==> src/rtl/crumb_pkg.sv <==
// Shared types and defaults for the crumb chain collector.
// The parity option is controlled by CRUMB_COLLECT_PARITY_EN.
package crumb_pkg;
  localparam int DEFAULT_WIDTH = 8;
  localparam int DEFAULT_DEPTH = 4;

  typedef enum logic {
    S_DATA = 1'b0,
    S_PAR  = 1'b1
  } crumb_state_e;
endpackage

==> src/rtl/crumb_fifo.sv <==
// Synchronous show-ahead FIFO; the head reads as 0 while empty.
module crumb_fifo #(
  parameter int WIDTH = 8,
  parameter int DEPTH = 4
) (
  input  logic                     clk,
  input  logic                     rst,
  input  logic                     push_i,
  input  logic [WIDTH-1:0]         data_i,
  input  logic                     pop_i,
  output logic [WIDTH-1:0]         head_o,
  output logic                     full_o,
  output logic                     empty_o,
  output logic [$clog2(DEPTH):0]   count_o
);
  localparam int PW = $clog2(DEPTH);
  localparam logic [PW:0] FULL_CNT = (PW+1)'(DEPTH);

  logic [WIDTH-1:0] mem_q [DEPTH];
  logic [WIDTH-1:0] mem_d [DEPTH];
  logic [PW-1:0]    wptr_q, wptr_d, rptr_q, rptr_d;
  logic [PW:0]      cnt_q, cnt_d;
  logic             do_push, do_pop;

  assign empty_o = (cnt_q == '0);
  assign full_o  = (cnt_q == FULL_CNT);
  assign count_o = cnt_q;
  assign head_o  = empty_o ? '0 : mem_q[rptr_q];

  // A pop frees a slot in the same edge, so a full FIFO can still take a push.
  assign do_pop  = pop_i & ~empty_o;
  assign do_push = push_i & (~full_o | do_pop);

  always_comb begin
    mem_d  = mem_q;
    wptr_d = wptr_q;
    rptr_d = rptr_q;
    cnt_d  = cnt_q;
    if (do_push) begin
      mem_d[wptr_q] = data_i;
      wptr_d        = wptr_q + 1'b1;
    end
    if (do_pop) rptr_d = rptr_q + 1'b1;
    case ({do_push, do_pop})
      2'b10:   cnt_d = cnt_q + 1'b1;
      2'b01:   cnt_d = cnt_q - 1'b1;
      default: cnt_d = cnt_q;
    endcase
  end

  always_ff @(posedge clk) begin
    mem_q <= mem_d;
    if (rst) begin
      wptr_q <= '0;
      rptr_q <= '0;
      cnt_q  <= '0;
    end else begin
      wptr_q <= wptr_d;
      rptr_q <= rptr_d;
      cnt_q  <= cnt_d;
    end
  end
endmodule

==> src/rtl/crumb_collector.sv <==
// Deserialises the chain's en-qualified bit stream (MSB first) into words and buffers them.
// Define CRUMB_COLLECT_PARITY_EN to expect one even-parity bit after every word.
module crumb_collector import crumb_pkg::*; #(
  parameter int WIDTH = DEFAULT_WIDTH,
  parameter int DEPTH = DEFAULT_DEPTH
) (
  input  logic                   clk,
  input  logic                   rst,
  input  logic                   en_i,
  input  logic                   rbit_i,
  output logic [WIDTH-1:0]       word_o,
  output logic                   valid_o,
  input  logic                   ready_i,
  output logic [$clog2(DEPTH):0] count_o,
  output logic                   overflow_o,
  output logic                   parity_err_o
);
  localparam int BW = $clog2(WIDTH);
  localparam logic [BW-1:0] LAST_BIT = BW'(WIDTH-1);

  crumb_state_e     state_q, state_d;
  logic [WIDTH-1:0] shreg_q, shreg_d;
  logic [BW-1:0]    bit_cnt_q, bit_cnt_d;
  logic             ovf_q, ovf_d;
  logic             perr_q, perr_d;
  logic             last_bit, push_req, pop, fifo_full, fifo_empty;
  logic [WIDTH-1:0] push_word, sample_word;

  assign last_bit    = (bit_cnt_q == LAST_BIT);
  assign sample_word = {shreg_q[WIDTH-2:0], rbit_i};
  assign pop         = valid_o & ready_i;

  // State register
  always_ff @(posedge clk) begin
    if (rst) begin
      state_q   <= S_DATA;
      shreg_q   <= '0;
      bit_cnt_q <= '0;
      ovf_q     <= 1'b0;
      perr_q    <= 1'b0;
    end else begin
      state_q   <= state_d;
      shreg_q   <= shreg_d;
      bit_cnt_q <= bit_cnt_d;
      ovf_q     <= ovf_d;
      perr_q    <= perr_d;
    end
  end

  // Next state and deserialiser
  always_comb begin
    state_d   = state_q;
    shreg_d   = shreg_q;
    bit_cnt_d = bit_cnt_q;
    if (en_i && state_q == S_DATA) begin
      shreg_d   = sample_word;
      bit_cnt_d = last_bit ? '0 : bit_cnt_q + 1'b1;
`ifdef CRUMB_COLLECT_PARITY_EN
      if (last_bit) state_d = S_PAR;
    end else if (en_i && state_q == S_PAR) begin
      state_d = S_DATA;
`endif
    end
  end

  // Outputs: push request and sticky flags
  always_comb begin
    push_req  = 1'b0;
    push_word = sample_word;
    perr_d    = perr_q;
`ifdef CRUMB_COLLECT_PARITY_EN
    // shreg_q stops shifting in S_PAR, so it still holds the whole data word.
    if (en_i && state_q == S_PAR) begin
      push_word = shreg_q;
      if (^{shreg_q, rbit_i}) perr_d   = 1'b1;
      else                    push_req = 1'b1;
    end
`else
    push_req = en_i & (state_q == S_DATA) & last_bit;
`endif
    ovf_d = ovf_q | (push_req & fifo_full & ~pop);
  end

  crumb_fifo #(.WIDTH(WIDTH), .DEPTH(DEPTH)) u_fifo (
    .clk     (clk),
    .rst     (rst),
    .push_i  (push_req),
    .data_i  (push_word),
    .pop_i   (pop),
    .head_o  (word_o),
    .full_o  (fifo_full),
    .empty_o (fifo_empty),
    .count_o (count_o)
  );

  assign valid_o      = ~fifo_empty;
  assign overflow_o   = ovf_q;
  assign parity_err_o = perr_q;
endmodule
==> config.mk <==
export PLATFORM = sky130hd
export DESIGN_NAME = crumb_collector
export DESIGN_NICKNAME = d
export VERILOG_FILES = /design/src/rtl/crumb_pkg.sv /design/src/rtl/crumb_fifo.sv /design/src/rtl/crumb_collector.sv
export SDC_FILE = /design/constraint.sdc
export NUM_CORES = 1
export LEC_CHECK = 0
export ABC_CLOCK_PERIOD_IN_PS = 2400
export BUFFER_PORTS_ARGS = -buffer_cell sky130_fd_sc_hd__buf_4
export CORE_ASPECT_RATIO = 0.75
export CORE_UTILIZATION = 45
export CTS_CLUSTER_SIZE = 14
export DETAILED_ROUTE_END_ITERATION = 7
export GPL_ROUTABILITY_DRIVEN = 0
export PLACE_DENSITY = 0.63
export SLEW_MARGIN = 20
export SYNTH_ARGS = -nofsm -noshare
export SYNTH_HDL_FRONTEND = slang
export SYNTH_SLANG_ARGS = --single-unit
==> constraint.sdc <==
create_clock -name clk -period 2.4 [get_ports clk]
set_input_delay 0.36 -clock clk [delete_from_list [all_inputs] [get_ports clk]]
set_output_delay 0.36 -clock clk [all_outputs]
set_load 0.005 [all_outputs]
; ---- Word-level counts from Yosys, hierarchy flattened
; Cells that the tools add are included.
[word_totals]
regBits = 50
out_inout_bits = 14
word_cells = 47
[classes]
addsub = 5
order_cmp = 3
n_eq_ne = 4
mux = 9
n_bitwise = 13
reduce_logical = 3
[op_table]
columns = cell, n
row1 = bitwise mux 32 bit, 1
row2 = two-way mux 8 bit, 4
row3 = binary-select mux 8 bit (select 2 bit), 1
row4 = demux 8 bit (select 2 bit), 1
row5 = "adder 3 x 1 -> 3 bit, second input constant", 2
row6 = AND 1 bit, 6
row7 = "equality test 3 bit, second input constant", 2
row8 = ">= comparator 3 bit, second input constant", 2
row9 = NOT 2 -> 3 bit, 2
row10 = one-hot mux 3 bit (2 select lines), 1
row11 = "adder 2 x 1 -> 2 bit, second input constant", 2
row12 = zero test 3 bit, 1
row13 = "< comparator 3 x 1 -> 1 bit, second input constant", 1
row14 = two-way mux 3 bit, 1
row15 = NOT 1 bit, 3
row16 = "subtractor 3 x 1 -> 3 bit, second input constant", 1
row17 = "equality test 2 x 1 -> 1 bit, second input constant", 1
row18 = "equality test 2 bit, second input constant", 1
row19 = OR 1 bit, 2
row20 = nonzero test 2 bit, 1
row21 = logical AND 1 bit, 1

; ---- Logic depth before layout (Yosys ltp)
[logic_depth]
word_depth = 8
depth_mapped = 11
mapped_depth_nobuf = 11

; ---- Cells and area by module
; Synthesis repeated with hierarchy kept, for this count alone.
[hier_totals]
cells_unflattened = 147
area_unflattened_um2 = 2203.4
[by_module_without_submodules]
columns = mod, n_inst, cells_per_inst, area_per_inst_um2, seq_area_each_um2
row1 = crumb_fifo, 1, 102, 1731.7, 1101.1
row2 = crumb_collector, 1, 45, 471.7, 220.2

; ---- Worst setup path after synthesis
; OpenSTA, ideal clock, no wires.
[synth_path]
path_type = reg2reg
start = register bit_cnt_q[0]
end = register u_fifo.cnt_q[2], in the netlist u_fifo.count_o[2]
setup_time_ns = 0.070
arrival_ns = 2.026
required_ns = 2.330
setup_slack_ns = 0.304
stages_incl_launch_ff = 12
path_buffers = 0
period_less_slack_ns = 2.096
cell_sequence = dfxtp_1 -> ha_1 -> ha_1 -> nand2_1 -> nor2_2 -> inv_1 -> ha_1 -> inv_1 -> fa_1 -> xor2_1 -> or3_1 -> a21oi_1
[synth_via]
elab_chain_len = 5
elab_cells_between_ends = 7
cone_classes = 3 x eq/ne / 1 x mux / 2 x bitwise / 1 x reduce/logical
[synth_lines]
columns = element, line_no
row1 = from (decl), crumb_collector.sv:23  ; logic [BW-1:0] bit_cnt_q, bit_cnt_d;
row2 = from (signal assigned), crumb_collector.sv:44  ; bit_cnt_q <= bit_cnt_d;
row3 = equality test 3 bit (*), crumb_collector.sv:29  ; assign last_bit = (bit_cnt_q == LAST_BIT);
row4 = AND 1 bit (*), crumb_collector.sv:79  ; push_req = en_i & (state_q == S_DATA) & last_bit;
row5 = AND 1 bit (*), crumb_fifo.sv:32  ; assign do_push = push_i & (~full_o | do_pop);
row6 = equality test 2 x 1 -> 1 bit / equality test 2 bit (equally long branches), crumb_fifo.sv:44  ; case ({do_push, do_pop})
row7 = one-hot mux 3 bit (2 select lines) / nonzero test 2 bit (equally long branches), --
row8 = to (signal assigned), crumb_fifo.sv:60  ; cnt_q <= cnt_d;
row9 = to (decl), crumb_fifo.sv:22  ; logic [PW:0] cnt_q, cnt_d;
; Every way passes the cells marked *; elsewhere a longest branch is shown, timed or not.
; A chain may end at the register's enable or synchronous reset.

; ---- Final worst setup path
; Ends and elaborated chain as after synthesis.

==> results.md <==
Timing:
- The number of max-slew violations in the final report is 0.
- The final worst-path setup slack is 0.1675 ns.
- The sum of negative setup slack is 0 ns.
- Setup repair after global routing left no endpoint under its margin.
- Derived from the worst setup path, the maximum achievable clock frequency is 447.9 MHz.
- Setup violations remaining at the end of the flow were counted as 0.
- The post-route clock period utilization is 0.9302.
- Counting I/O delays and the setup requirement, the final critical path takes 2.233 ns.
- Clock skew on the completed layout was measured at 0.003624 ns.
- The number of failing hold endpoints at the final stage was 0.

Logic synthesis:
- In the post-synthesis netlist, the biggest area contributors are sky130_fd_sc_hd__edfxtp_1, sky130_fd_sc_hd__dfxtp_1, sky130_fd_sc_hd__mux4_2, sky130_fd_sc_hd__mux2i_1, sky130_fd_sc_hd__ha_1.
- The number of different library cells used by synthesis comes to 28.
- The library cell occupying the most area in the post-synthesis netlist is sky130_fd_sc_hd__edfxtp_1.
- The share of the Yosys chip area taken by registers is 0.6342.
- After synthesis, the mean cell area works out to 14.47 µm².
- After synthesis the cells add up to 0.002083 mm².
- After synthesis the netlist holds a flip-flop and latch count of 50.
- The number of nets in the synthesized netlist is 157.
- The Yosys warning count is 0.
- The share of Yosys cell area claimed by the top area cell type is 0.4613.
- The number of instances in the synthesized netlist is 144.

Place:
- The number of port buffers is 17.
- At the placement stage, the worst setup path has a slack of 0.1606 ns.
- The detailed placement HPWL is 2221 µm.

Global route:
- The met1 capacity usage during global routing is 0.1918.
- The via count of the first global-routing pass was 1062.
- The global-route track usage on met3 is 0.04662.
- In the global route stage, overall resource usage came out at 0.1561.
- The maximum number of pins on one net before global-route repair is 21.
- The layer with the highest usage is met2.
- The global routing met2 resource utilization is 0.2627.
- Global routing finished with a remaining overflow of 0.
- The number of antenna violations at the first check in global routing is 0.
- The first global-routing pass estimated 5264 µm of wire.

Clocking:
- Buffers added to address setup during post-CTS repair amount to 0.
- After clock tree synthesis, the clock-pin slew on the worst setup and hold paths is 0.09 ns.
- In this run the deepest clock path goes through 2 buffers.
- The master cell of the clock root buffer is sky130_fd_sc_hd__clkbuf_8.
- The clock net in this run drives a total of 50 sinks.
- After clock tree synthesis, the flow added hold-fix buffers numbering 0.
- The clock latency of the later-clocked register in the worst-skew pair is 0.29 ns.
- The TritonCTS clock tree is done.
- TritonCTS created 5 clock buffers.
- The H-tree was split into 2 levels.

Outcome:
- The flow ran to the end, and the final reports show no timing, DRC or antenna violations.

Drt:
- The number of vias per cell is 4.941.
- The starting DRC count in detailed routing is 33.
- The post-detailed-route count of antenna-violating nets is 0.
- The iteration count of the initial detailed-routing pass is 4.
- The total via count in the routed design is 1092.
- The post-detailed-route wirelength per cell is 15.10 µm.
- The final routed DRC violation total is 0.
- The final wirelength is 3336 µm.

Floorplan:
- The floorplan step defined a die boundary enclosing 0.004908 mm².
- For this design the top-level I/O count stands at 19.
- The starting utilization of the core area is 0.4691.
- The placeable core area is 0.004441 mm².
- The die is 80.57 µm wide.
- The number of placement rows is 21.
- The floorplan step set the die height to 60.93 µm.

Final layout:
- The synthesis-to-layout area growth is 12.97%.
- The post-layout net count is 176.
- After filler insertion, the fill cell instance count of the layout stands at 376.
- The number of antenna cells inserted is 0.
- In the final layout, the share of cells above drive strength 1 is 0.2439.

Power and ir drop:
- The proportion of power drawn by the clock network is 0.328.
- In this run the static leakage power is 0.8703 nW.
- The internal portion of the total power is 1.124 mW.
- The switching power is 283.0 µW.
- The worst IR drop on VDD is 286.3 µV.
- The power per cell area is 597.9 mW/mm².
- Of the total power, the share spent switching nets is 0.2011.
- Of the total power, registers draw 0.651.
- The proportion of power drawn by combinational gates is 0.021.

Critical path:
- The classification of the worst setup path is reg2reg.
- The worst setup path is launched from a flop.
- For the worst setup path, the data required time is 2.63 ns.
- STA puts the critical path data arrival time at 2.47 ns.
- STA classifies the critical path endpoint as a flop.
- The maximum fanout encountered on the critical timing path is 7.

Min path:
- The path type of the worst min-delay path is in2reg.

Run:
- The reported max-cap violation count is 0.
[cells by family after synthesis]
| kind of cell | after synthesis | synth area share |
|---|---|---|
| xor+xnor | 3 | 0.01261 |
| fa+ha+maj | 8 | 0.05165 |
| compound gates | 8 | 0.02102 |
| other cells | 1 | 0.001800 |
| simple gates | 39 | 0.1027 |
| flops | 50 | 0.6342 |
| mux | 19 | 0.1417 |
| buf+inv | 16 | 0.03423 |
[worst paths after layout]
kind | startpoint | end | slack (ns) | cells past startpoint
hold reg to reg | u_fifo.wptr_q[1] | u_fifo.wptr_q[1] | 0.52 | 2
setup reg to reg | bit_cnt_q[0] | u_fifo.count_o[2] | 0.17 | 11
hold / removal | rbit_i | u_fifo.mem_q[16] | 0.28 | 1
setup / recovery | bit_cnt_q[0] | u_fifo.count_o[2] | 0.17 | 11
[power groups by stage]
stage	Sequential, mW	Combinational, mW	Clock, mW
after global placement	0.935	0.0293	0
after CTS	0.916	0.0307	0.474
after detailed placement	0.936	0.0305	0
after floorplan	0.934	0.0211	0
after global routing	0.917	0.0337	0.517
final	0.916	0.0301	0.461
[synth_stat cells, drive strengths merged]
| cell type | instances |
|---|---|
| ha | 7 |
| buf | 4 |
| inv | 9 |
| mux4 | 8 |
| and2 | 4 |
| clkbuf | 3 |
| o31ai | 1 |
| o21ai | 2 |
| nor3b | 1 |
| nand2 | 2 |
| edfxtp | 32 |
| nor2 | 18 |
| or3 | 2 |
| nand2b | 2 |
| nor4b | 1 |
| dfxtp | 18 |
| mux2 | 1 |
| xor2 | 3 |
| mux2i | 10 |
| nor2b | 8 |
| a21oi | 4 |
| a31oi | 1 |
| conb | 1 |
| nor3 | 1 |
| fa | 1 |
[per-layer routing]
layer	vias up	part of all wire	routed length, µm
met4	0	0.0075	25
met1	531	0.45	1516
li1	543	-	-
met3	2	0.033	109
met2	16	0.51	1685
met5	-	0	0
[repair_timing]
| item | 4_1_cts | 5_1_grt |
|---|---|---|
| resized for setup | 0 | 3 |
| hold endpoints to repair | 0 | 0 |
| endpoints found under the setup margin | 0 | 1 |
[metrics by stage]
step                std cells  hold WS, ns  power, mW    util  area (µm²)
floorplan                 144       0.4589     0.9555       -        2083
global placement          213       0.4831     0.9646  0.5089        2260
detailed placement        213       0.4967     0.9664  0.5089        2260
CTS                       221       0.2804      1.421  0.5280        2345
global route              221       0.2714      1.468  0.5300        2354
finish                    221       0.2834      1.407  0.5300        2354
[state kept, by name, summed over array words and instances, names as in the netlist]
register / count
bit_cnt_q: 3
u_fifo.rptr_q: 2
shreg_q: 7
overflow_o: 1
u_fifo.mem_q: 32
u_fifo.wptr_q: 2
u_fifo.count_o: 3
[area by class of cell]
class	instances	area, µm²	area share
clock inverters	3	16.27	0.006911
inverters	9	33.78	0.01435
clock buffers	5	68.82	0.02924
repair buffers	19	142.6	0.06061
well taps	57	71.32	0.03030
multi-input cells	78	699.4	0.2972
flip-flops and latches	50	1321	0.5614
[placed cells by master, fill, tap and decap left out, types with 2 or more instances in the layout]
| cell | n |
|---|---|
| sky130_fd_sc_hd__nand2b_1 | 2 |
| sky130_fd_sc_hd__ha_1 | 6 |
| sky130_fd_sc_hd__or3_1 | 2 |
| sky130_fd_sc_hd__clkbuf_8 | 5 |
| sky130_fd_sc_hd__nor2b_1 | 8 |
| sky130_fd_sc_hd__o21ai_0 | 2 |
| sky130_fd_sc_hd__xor2_1 | 3 |
| sky130_fd_sc_hd__a21oi_1 | 3 |
| sky130_fd_sc_hd__nand2_1 | 2 |
| sky130_fd_sc_hd__mux2i_1 | 10 |
| sky130_fd_sc_hd__nor2_1 | 17 |
| sky130_fd_sc_hd__inv_1 | 9 |
| sky130_fd_sc_hd__mux4_2 | 8 |
| sky130_fd_sc_hd__and2_1 | 4 |
| sky130_fd_sc_hd__buf_4 | 19 |
| sky130_fd_sc_hd__dfxtp_1 | 18 |
| sky130_fd_sc_hd__edfxtp_1 | 32 |
[critical path: stages (launching register included)]
cell	delay, ns
sky130_fd_sc_hd__dfxtp_1	0.34
sky130_fd_sc_hd__ha_1	0.20
sky130_fd_sc_hd__ha_1	0.21
sky130_fd_sc_hd__nand2_1	0.09
sky130_fd_sc_hd__nor2_2	0.07
sky130_fd_sc_hd__inv_1	0.07
sky130_fd_sc_hd__ha_2	0.18
sky130_fd_sc_hd__inv_1	0.06
sky130_fd_sc_hd__fa_2	0.34
sky130_fd_sc_hd__xor2_1	0.15
sky130_fd_sc_hd__or3_1	0.33
sky130_fd_sc_hd__a21oi_2	0.13
Note: power is estimated with default switching activity, not from simulation.
